`src/rtl/seg_pkg.sv`:
```
// Shared constants and hex decode for the 7-segment display blocks.
// Segment codes are active-low for a common-anode display.
package seg_pkg;

  localparam int CLK_INNER_DEFAULT = 27_000_000;

  localparam int SEG_A  = 0;
  localparam int SEG_B  = 1;
  localparam int SEG_C  = 2;
  localparam int SEG_D  = 3;
  localparam int SEG_E  = 4;
  localparam int SEG_F  = 5;
  localparam int SEG_G  = 6;
  localparam int SEG_DP = 7;

  localparam logic [7:0] SEG_BLANK = 8'hFF;

  // Bit 7 (dp) is always high, so the decimal point stays dark.
  function automatic logic [7:0] hex_to_seg(input logic [3:0] hex);
    logic [7:0] code;
    case (hex)
      4'h0:    code = 8'hC0;
      4'h1:    code = 8'hF9;
      4'h2:    code = 8'hA4;
      4'h3:    code = 8'hB0;
      4'h4:    code = 8'h99;
      4'h5:    code = 8'h92;
      4'h6:    code = 8'h82;
      4'h7:    code = 8'hF8;
      4'h8:    code = 8'h80;
      4'h9:    code = 8'h90;
      4'hA:    code = 8'h88;
      4'hB:    code = 8'h83;
      4'hC:    code = 8'hC6;
      4'hD:    code = 8'hA1;
      4'hE:    code = 8'h86;
      default: code = 8'h8E;
    endcase
    return code;
  endfunction

endpackage

```
`src/rtl/hex_to_seg7.sv`:
```
// Combinational hex-to-segment decoder, shared with the static display designs.
module hex_to_seg7
  import seg_pkg::*;
(
  input  logic [3:0] hex,
  output logic [7:0] seg_n
);

  assign seg_n = hex_to_seg(hex);

endmodule

```
`src/rtl/seg_scroll_mux.sv`:
```
// Multiplexed common-anode display driver showing a scrolling window of a
// 16-nibble message; offset and message are captured only at frame start.
module seg_scroll_mux
  import seg_pkg::*;
#(
  parameter int CLK_INNER    = CLK_INNER_DEFAULT,
  parameter int REFRESH_HZ   = 250,
  parameter int DIGITS       = 4,
  parameter int BLANK_CYCLES = 270
) (
  input  logic              clk,
  input  logic              nrst,
  input  logic [3:0]        shift,
  input  logic [63:0]       msg,
  output logic [7:0]        seg_n,
  output logic [DIGITS-1:0] dig_n
);

  localparam int P  = CLK_INNER / (REFRESH_HZ * DIGITS);
  localparam int CW = (P > 2) ? $clog2(P) : 1;
  localparam int DW = (DIGITS > 1) ? $clog2(DIGITS) : 1;

  if (P < 2) begin : g_chk_p
    $error("seg_scroll_mux: slot length P must be at least 2");
  end
  if (BLANK_CYCLES >= P) begin : g_chk_blank
    $error("seg_scroll_mux: BLANK_CYCLES must be smaller than P");
  end
  if (DIGITS < 1 || DIGITS > 8) begin : g_chk_digits
    $error("seg_scroll_mux: DIGITS must be in 1..8");
  end

  logic [CW-1:0]     cnt, cnt_nx;
  logic [DW-1:0]     d, d_nx;
  logic [3:0]        shift_q, shift_nx;
  logic [63:0]       msg_q, msg_nx;
  logic [3:0]        idx;
  logic [3:0]        nib;
  logic [7:0]        seg_dec;
  logic              blank_nx;
  logic [DIGITS-1:0] dig_sel;

  always_comb begin
    cnt_nx   = cnt + CW'(1);
    d_nx     = d;
    shift_nx = shift_q;
    msg_nx   = msg_q;
    if (cnt == CW'(P - 1)) begin
      cnt_nx = '0;
      if (d == DW'(DIGITS - 1)) begin
        d_nx     = '0;
        shift_nx = shift;
        msg_nx   = msg;
      end else begin
        d_nx = d + DW'(1);
      end
    end
  end

  // Outputs are decoded from next-state values so the registered pins line
  // up with the counter value of the same cycle.
  assign idx      = shift_nx + 4'(d_nx);
  assign nib      = msg_nx[{idx, 2'b00} +: 4];
  assign blank_nx = (cnt_nx < CW'(BLANK_CYCLES));
  assign dig_sel  = ~(DIGITS'(1) << d_nx);

  hex_to_seg7 u_dec (
    .hex   (nib),
    .seg_n (seg_dec)
  );

  always_ff @(posedge clk or negedge nrst) begin
    if (!nrst) begin
      cnt     <= '0;
      d       <= '0;
      shift_q <= '0;
      msg_q   <= '0;
      seg_n   <= SEG_BLANK;
      dig_n   <= '1;
    end else begin
      cnt     <= cnt_nx;
      d       <= d_nx;
      shift_q <= shift_nx;
      msg_q   <= msg_nx;
      if (blank_nx) begin
        seg_n <= SEG_BLANK;
        dig_n <= '1;
      end else begin
        seg_n <= seg_dec;
        dig_n <= dig_sel;
      end
    end
  end

endmodule

```
`config.mk`:
```
export PLATFORM = sky130hd
export DESIGN_NAME = seg_scroll_mux
export DESIGN_NICKNAME = d
export VERILOG_FILES = /design/src/rtl/seg_pkg.sv /design/src/rtl/hex_to_seg7.sv /design/src/rtl/seg_scroll_mux.sv
export SDC_FILE = /design/constraint.sdc
export NUM_CORES = 1
export LEC_CHECK = 0
export CAP_MARGIN = 20
export CORE_UTILIZATION = 45
export CTS_CLUSTER_DIAMETER = 60
export DETAILED_ROUTE_END_ITERATION = 16
export PLACE_DENSITY = 0.71
export SETUP_SLACK_MARGIN = 0.05
export SLEW_MARGIN = 20
export SYNTH_ARGS = -nofsm -noshare
export SYNTH_HDL_FRONTEND = slang
export SYNTH_HIERARCHICAL = 1
export SYNTH_SLANG_ARGS = --single-unit
```
`constraint.sdc`:
```
create_clock -name clk -period 4.6 [get_ports clk]
set_input_delay 1.38 -clock clk [delete_from_list [all_inputs] [get_ports clk]]
set_output_delay 1.38 -clock clk [all_outputs]
set_load 0.05 [all_outputs]
```
==> impl_results.md <==
- F_max: between 200 and 250 MHz
- Initial antenna violation count: 0
- GRT Util Overall: 18.7%
- Final Skew: 0.00734 ns
- Chip Height: between 100 and 150 um
- Layout Utilization: approximately 61%
- Fillers: 868
- Ys async rst share: 100%
- Sink Count: between 90 and 100
- Die W: 111 um
- DR DRC count: 0
- Layout area overhead: 32.8%
- Largest family of logic cells by synthesized area: multiplexers
- First-pass GRT wire length: ~18 mm
- Worst skew pair latency: approximately 0.34 ns
- Tightest Hold Check Type: reg -> reg
- Clk slew on worst S/H paths: 0.06 ns
- Fraction of layout cells with a size suffix above 1: 40.6%
- Max_slew headroom: 39.7%
- Setup CP Type: in -> reg
- PwrDens: 247 nW/um^2
- Post-synth EDFFs: 0
- CP arrival: 4.71 ns
- Cts hold-fix bufs: 0
- Clk buf depth: 2
- Static Leakage: 3.12 nW
- GP Congestion: 0.808
- Post-route minimum period: 4.48 ns
- CP required: about 4.8 ns
- Final-report max-slew violation count: 0
- Most frequent cells in the layout: 85 x dfrtp_1, 79 x clkdlybuf4s50_1, 75 x mux2_2
- H-tree Lvls: 3
- Final hold vios: 0
- Worst setup SP type: input port
- Distinct cells, synth: 54
- CP Max Fanout: 12
- Dominant synthesized flop cell: dfrtp_1
- Dpl hpwl: 7.70 mm
- Detailed Routing Iterations Pass 1: 4
- Mux cell area share after synthesis: 29.2%
- Post-Layout Cell Count: around 660
- Via count: 3615
- Synthesized flop and latch total: 97
- Port-buffer cells: 81
- Final period util: 97.4%
- Post-Route WL: 10.8 mm
- Compound-gate portion of the synthesized area: between 5 and 6%
- Synthesized area: around 5300 sq um
- Sequential area share after synthesis: between 40% and 50%
- Diode count: 0
- CTS tree: built
- Reg area: 2440 sq um
- Yosys warns: 6
- Number of global-route vias before repair: 3645
- Largest net degree at the start of global routing: 62
- IR drop worst, VDD: 0.284 mV
- Initial DRC count: 143
- DP Cell Count: 627
- Root Buffer: clkbuf_16
- Post-synthesis adder-cell area fraction: 2.97%
- Core ar.: 11500 sq um
- Grt ovf: 0
- Tightest Pin Transition: 0.902 ns
- DP Area: 6430 sq um
- Vias per cell: 5.52
- I/O pin count: 82
- Multi-input logic area: 2880 sq um
- Synth Area in XOR/XNOR: 2.62%
- ANT nets after route: 0
- Finished layout cell area: 7050 sq um
- Setup total negative slack: 0 ns
- Max-Cap Viols: 0
- Post-Syn Nets: 479
- Synth Instances: ~400
- Nets: 589
- Initial Util: 46.3%
- Crit end category: flop
- Site Rows: 39
- Post-Synth Simple-Gate Area: approximately 8.9%
- Most common cell after layout, fill and taps aside: dfrtp_1
- Mean Syn Cell Area: 13.4 sq um
- Status: completed
- CTS buffer count: 9
- Final setup vio count: 0
- Per-cell routed wire length: 16.5 um
- Die area: 12200 sq um
cell usage after synthesis, types with 5 or more instances:
cell,instances,area [sq um]
inv_1,10,37.5
ha_1,11,138
clkbuf_1,6,22.5
o21ai_0,7,35.0
nor2b_1,5,31.3
dfstp_2,12,315
nand2_1,13,48.8
a21oi_1,7,35.0
xor2_1,7,61.3
or3_1,5,31.3
mux4_2,18,405
dfrtp_1,85,2130
mux2i_1,11,110
mux2_2,77,867
and3_1,7,43.8
xnor2_1,7,61.3
o21bai_1,8,60.1
nor2_1,13,48.8
buf_2,9,45.0
buf_6,5,56.3
a2111oi_0,6,52.6
nand3_1,10,50.1
nor3_1,7,35.0
through the flow:
| step | setup WS, ns | hold WS, ns | power, mW |
|---|---|---|---|
| 2_1_floorplan | 0.0501 | 0.433 | 0.871 |
| 3_3_place_gp | -0.256 | 0.448 | 0.955 |
| 3_5_place_dp | -0.373 | 0.458 | 0.956 |
| 4_1_cts | 0.0909 | 0.467 | 1.77 |
| 5_1_grt | -0.0732 | 0.499 | 1.80 |
| 6_report | 0.122 | 0.494 | 1.74 |
final cells by class:
class                           instances  share of cell area (%)
Clock buffer                           11                    3.44
Tap cell                              143                    2.54
Sequential cell                        97                    34.6
Clock inverter                          5                    1.12
Inverter                               10                   0.532
Multi-Input combinational cell        264                    40.8
Timing Repair Buffer                  125                    16.9
path summary, 6_finish.rpt:
path	endpoint	from	cells past startpoint	slack [ns]
max	seg_n[0]	shift[1]	14	0.12
min	msg_q[30]	msg_q[30]	1	0.49
max reg2reg	seg_n[0]	d[1]	18	0.18
min reg2reg	msg_q[30]	msg_q[30]	1	0.49
max in group asynchronous	seg_n[2]	nrst	2	2.63
min in group asynchronous	msg_q[21]	nrst	1	1.12
metal layers:
metal  vias up  wire length [um]  track usage (%)
met5         -                 0                0
met4         0               197             7.02
met3        15               410             4.28
met2        84              5360             29.7
met1      1824              4860             25.1
li1       1692                 -                -
worst max-delay path: stages:
cell	delay [ns]
clkdlybuf4s50_1	0.43
mux2_2	0.31
inv_1	0.09
fa_2	0.48
buf_12	0.17
buf_4	0.16
mux4_4	0.40
and2b_1	0.19
a2111oi_1	0.41
nor4_1	0.12
buf_4	0.20
o211ai_1	0.09
o21ai_0	0.10
o21bai_1	0.17
where the power goes:
| part | leakage [nW] | internal (mW) | switching [mW] |
|---|---|---|---|
| registers | 1.30 | 0.853 | 0 |
| logic | 1.66 | 0.0532 | 0.0323 |
| clock network | 0.159 | 0.490 | 0.314 |
| total | 3.12 | 1.40 | 0.347 |
sequential cells by signal, summed over array words and instances, names as in the netlist:
name     count
msg_q       64
cnt         15
seg_n        8
dig_n        4
shift_q      4
d            2
cells by family after synthesis:
kind of cell,count (synthesis)
compound gates,46
xor+xnor,15
fa+ha+maj,12
buf+inv,36
flops,97
mux,113
other cells,1
simple gates,77
what timing repair did:
| action | 4_1_cts | 5_1_grt |
|---|---|---|
| cloned | 0 | 0 |
| resized for setup | 25 | 23 |
| pin swaps | 6 | 7 |
| endpoints found under the setup margin | 4 | 7 |
| setup buffers | 5 | 7 |
No activity file was read; power rests on OpenSTA's default activity.
